$ cat config.mk
export PLATFORM = sky130hd
export DESIGN_NAME = vg_fetch_pc
export DESIGN_NICKNAME = d
export VERILOG_FILES = /design/src/rtl/vg_fetch_pc.sv
export SDC_FILE = /design/constraint.sdc
export NUM_CORES = 1
export LEC_CHECK = 0
export CAP_MARGIN = 20
export CORE_MARGIN = 5
export CORE_UTILIZATION = 58
export CTS_CLUSTER_SIZE = 14
export DETAILED_ROUTE_END_ITERATION = 12
export HOLD_SLACK_MARGIN = 0.08
export PLACE_DENSITY = 0.86
export SLEW_MARGIN = 40
export SYNTH_ARGS = -nofsm -noshare
export SYNTH_HDL_FRONTEND = slang
export SYNTH_SLANG_ARGS = --single-unit
$ cat constraint.sdc
create_clock -name clk -period 6 [get_ports clk]
set_clock_uncertainty 0.1 [all_clocks]
set_input_delay 1.5 -clock clk [delete_from_list [all_inputs] [get_ports clk]]
set_output_delay 1.5 -clock clk [all_outputs]
set_load 0.02 [all_outputs]
$ cat src/rtl/vg_fetch_pc.sv
// ---------------------------------------------------------------------------
// vg_fetch_pc -- vector-program fetch stage for the AVG.
//
// This block holds the vector program counter and a small subroutine return
// stack. It captures the four instruction bytes from vector memory and
// presents the opcode to the vector-generator state machine. That machine
// steers this block with active-low one-cycle latch and strobe pulses.
//
// Ports
//   clk        system clock, all state changes on the rising edge
//   reset      asynchronous active-high clear of every register
//   vggo       one-cycle restart: pc and sp go to 0; latches and strobes in
//              the same cycle are ignored
//   latch_n    active-low byte latch enables, bit k writes dr_k
//   strobe_n   active-low strobes from the state machine
//              (bit 1 = stack op, bit 2 = pc load)
//   vmem_data  byte read from vector memory at vmem_addr
//   vmem_addr  current word address (the program counter)
//   op         opcode, dr1[7:5]
//   dr         {dr3, dr2, dr1, dr0} for the downstream stages
//   sp         stack pointer, for visibility
// ---------------------------------------------------------------------------
module vg_fetch_pc #(
  parameter int AW  = 13,
  parameter int SPW = 2
) (
  input  logic           clk,
  input  logic           reset,
  input  logic           vggo,
  input  logic [3:0]     latch_n,
  input  logic [3:0]     strobe_n,
  input  logic [7:0]     vmem_data,
  output logic [AW-1:0]  vmem_addr,
  output logic [2:0]     op,
  output logic [31:0]    dr,
  output logic [SPW-1:0] sp
);

  localparam int DEPTH = 1 << SPW;

  localparam logic [2:0] OP_SVEC = 3'b010;
  localparam logic [2:0] OP_JSR  = 3'b101;
  localparam logic [2:0] OP_RTS  = 3'b110;
  localparam logic [2:0] OP_JMP  = 3'b111;

  logic [AW-1:0]  pc_q, pc_d;
  logic [SPW-1:0] sp_q, sp_d;
  logic [7:0]     dr_q [4];
  logic [AW-1:0]  stack_q [DEPTH];
  logic [3:0]     lat_en;
  logic           push;
  logic           unused_strobes;

  // Jump/call target: the low five bits of the opcode byte are the high
  // address bits, and the low byte of the first word is the low address byte.
  function automatic logic [AW-1:0] jump_target(input logic [7:0] hi,
                                                input logic [7:0] lo);
    logic [12:0] t;
    t = {hi[4:0], lo};
    return AW'(t);
  endfunction

  // Strobes 0 and 3 belong to other stages of the generator.
  assign unused_strobes = &{1'b0, strobe_n[0], strobe_n[3]};

  // Decisions below use op as it stood before the edge. A latch1 in the same
  // cycle only changes op from the next cycle onwards.
  always_comb begin
    pc_d   = pc_q;
    sp_d   = sp_q;
    push   = 1'b0;
    lat_en = 4'b0000;
    if (vggo) begin
      pc_d = '0;
      sp_d = '0;
    end else begin
      lat_en = ~latch_n;
      // One increment at most, however many latches are asserted.
      // SVEC is a single word, so its latch3 also advances the pc.
      if (!latch_n[0] || !latch_n[2] || (!latch_n[3] && op == OP_SVEC)) begin
        pc_d = pc_q + AW'(1);
      end
      if (!strobe_n[1]) begin
        if (op == OP_JSR) begin
          push = 1'b1;
          sp_d = sp_q + SPW'(1);
        end else if (op == OP_RTS) begin
          sp_d = sp_q - SPW'(1);
        end
      end
      // A pc load overrides any same-cycle increment. RTS reads the entry
      // under the pointer, which the preceding strobe1 has already moved.
      if (!strobe_n[2]) begin
        if (op == OP_JMP || op == OP_JSR) begin
          pc_d = jump_target(dr_q[1], dr_q[0]);
        end else if (op == OP_RTS) begin
          pc_d = stack_q[sp_q];
        end
      end
    end
  end

  // Register stage: pc, sp, instruction bytes and return stack
  always_ff @(posedge clk or posedge reset) begin
    if (reset) begin
      pc_q <= '0;
      sp_q <= '0;
      for (int i = 0; i < 4; i++) begin
        dr_q[i] <= '0;
      end
      for (int i = 0; i < DEPTH; i++) begin
        stack_q[i] <= '0;
      end
    end else begin
      pc_q <= pc_d;
      sp_q <= sp_d;
      for (int i = 0; i < 4; i++) begin
        if (lat_en[i]) begin
          dr_q[i] <= vmem_data;
        end
      end
      // The return address is the pc already past the JSR word.
      if (push) begin
        stack_q[sp_q] <= pc_q;
      end
    end
  end

  assign vmem_addr = pc_q;
  assign op        = dr_q[1][7:5];
  assign dr        = {dr_q[3], dr_q[2], dr_q[1], dr_q[0]};
  assign sp        = sp_q;

endmodule

==> flow_summary.toml <==
[status]
outcome = "finished clean"

[synth]
synth_area_sq_um = 4700
synthCells = 338
syn_area_per_cell_sq_um = 13.9
synth_compound_area_share_pct = 8.07
synth_edf_count = 0
synth.area.top_cells = "dfrtp_1, mux2_2, mux4_2"
ys.flop_type = "dfrtp_1"
async_reset_ff_share_pct = 100
synth-simple-area-share_pct = 8.07
synth_largest_area_cell = "dfrtp_1"
muxShareOfSynthArea_pct = 25.7
ys_ff_latch = 99
postSynthNetCount = 358
synthXorXnorAreaFrac_pct = 2.05
synthAdderAreaFrac_pct = 0.266
synth_top_family_by_area = "multiplexers"
synth_top_area_share_pct = 52.7
ys_warn_count = 0
synth-seq-area-share_pct = 52.7
ys_types = 56

[cts]
tritoncts = "done"
htreeDepth = 3
cts_setup_buffers = 0
max-clock-path-buffers = 2
cts_hold_buf = 0
clk_pin_slew_ps = 90
clock_latency_ps = 370
cts_buffers = 9
clock-sinks = 99
cts_resized = 0
cts-root-buf = "clkbuf_8"

[route]
ant_nets = 0
drtIter0Drc = 256
drt_wl_total_mm = 10.7
routed_via_density = 6.15
wire_per_inst_microns = 21.2
dr.pass1.iters = 4
drcViolationCount = 0
vias = 3099

[placed_design]
io_buffers = 66
finalWeightedCongestion = 0.893
post-dp-hpwl_mm = 7.41

[sta]
final-hold-violation-count = 0
fin_setup_tns_ps = 0
max_freq_mhz = 284
period_minus_slack_ps = 3520
maxSlewHeadroom_pct = 49.3
whs_ps = 389
tightestPinTransition_ps = 758
setup_viol = 0
min_period_over_period_pct = 58.6
rsz0062_at_grt = "no"
slew_viol_final = 0

[power_and_ir_drop]
switching_share_pct = 30.1
total_power_mw = 1.59
p_int_mw = 1.11
p_leak_nw = 2.41
p_clk_share_pct = 26.6
pwr-share-comb_pct = 22.8
p_sw_uw = 478
power.density_nw_per_um2 = 285
ir_worst_vdd_mv = 0.183
seqPwrFrac_pct = 50.6

[global_route]
grt_pass1_vias = 3384
grt_pass1_wl_mm = 17.9
grt_max_degree = 59
grt_overflow_total = 0
grt_use_total_pct = 22.9
antenna_found_initial = 0

[floorplanning]
core_area_sq_um = 7810
die_area_sq_um = 10000
die_w_microns = 100
core.rowCount = 32
start_util_pct = 60.2
fp.dieH_microns = 100
pin_count = 69

[hold_path]
min_path_type = "reg -> reg"

[cells_and_area]
drive_above_1_share_pct = 26.4
nNetsFinal = 418
areaGrowthSynthToFinish_pct = 18.5
num_antenna_cells = 0

[critical_path]
cp_data_required_time_ps = 6150
path_max_fanout = 14
slowest_delay_ps = 670
worstSetupPathType = "in -> reg"
end_kind = "flop"
worstPathArrival_ps = 3670
path_cells = "clkdlybuf4s50_1 -> or3_4 -> nor3_4 -> buf_6 -> mux2_4"
startpoint_type = "input port"
cp_slowest_cell = "clkdlybuf4s50_1"

[run]
drv_cap = 0
## area by class of cell
class / count / area [sq um]
sequential: 99 / 2480
clock inverter: 6 / 66.3
inverter: 3 / 13.8
timing repair buffer: 69 / 687
tap: 102 / 128
clock buffer: 9 / 124
fill: 526 / 2240
multi-input combinational: 216 / 2070
## cells by family after synthesis
group	after synthesis
buffers and inverters	23
AO/OA/AOI/OAI	52
multiplexers	95
adder cells (fa/ha/maj)	1
XOR/XNOR	11
flip-flops	99
AND/OR/NAND/NOR	57
## cell usage in the layout, fill, tap and decap left out, types with 3 or more instances in the layout
cell / n
dfrtp_1: 98
clkdlybuf4s50_1: 66
mux2_2: 59
mux2_1: 15
nor2_1: 12
mux2_4: 10
mux4_2: 9
clkbuf_8: 9
nand2_1: 8
o211ai_1: 8
o22ai_1: 8
xor2_1: 8
a21oi_1: 5
a22oi_1: 5
nand2b_1: 4
nor3_1: 4
o21ai_0: 4
o2111ai_1: 4
nor2_4: 3
and2_1: 3
and3_1: 3
nand3_1: 3
xnor2_1: 3
## routing by layer
metal  global-route usage [%]  wire length, microns
met4                     8.39                   240
met2                     36.0                  5140
met5                        0                     0
met3                     6.46                   733
met1                     30.5                  4570
## cells in the mapped netlist, drive strengths merged (3+ instances only)
cell     count
mux4         9
o22ai        8
o2111ai      4
dfrtp       99
nor2        15
nand2        8
buf         16
o21ai        7
o211ai       8
and2         3
mux2        84
xnor2        3
a22oi        5
xor2         8
nand2b       4
and3         3
nor3         5
inv          3
nand3        3
a21oi        5
clkbuf       4
## power groups by stage
stage,clock (mW),combinational (mW),sequential [mW]
2_1_floorplan,0,0.185,0.835
3_3_place_gp,0,0.354,0.808
3_5_place_dp,0,0.362,0.813
4_1_cts,0.430,0.364,0.802
5_1_grt,0.459,0.387,0.814
6_report,0.422,0.362,0.804
## flip-flops by register name, indices dropped and copies added (netlist names)
signal,count
sp,2
stack_q,52
vmem_addr,13
dr,32
## metrics by stage
stage | setup WS (ps) | util (%) | instances | cell area, sq um
2_1_floorplan | 1810 | - | 338 | 4700
3_3_place_gp | 1950 | 68.8 | 488 | 5370
3_5_place_dp | 1900 | 68.8 | 488 | 5370
4_1_cts | 2270 | 71.2 | 503 | 5560
5_1_grt | 2450 | 71.3 | 504 | 5570
6_report | 2480 | 71.3 | 504 | 5570
## path summary, 6_finish.rpt
kind	start	endpoint	slack, ps	cells after the start
min reg2reg	stack_q[18]	stack_q[18]	390	1
max	vggo	stack_q[48]	2480	5
min	stack_q[18]	stack_q[18]	390	1
min in group asynchronous	reset	dr[30]	1500	2
max reg2reg	dr[15]	stack_q[48]	3590	5
max in group asynchronous	reset	stack_q[36]	3280	3
## critical path, delay by kind of cell
kind / cells / cell delay (ps)
simple gates: 2 / 940
buf+inv: 2 / 900
mux: 1 / 310
No activity file was read; power rests on OpenSTA's default activity.
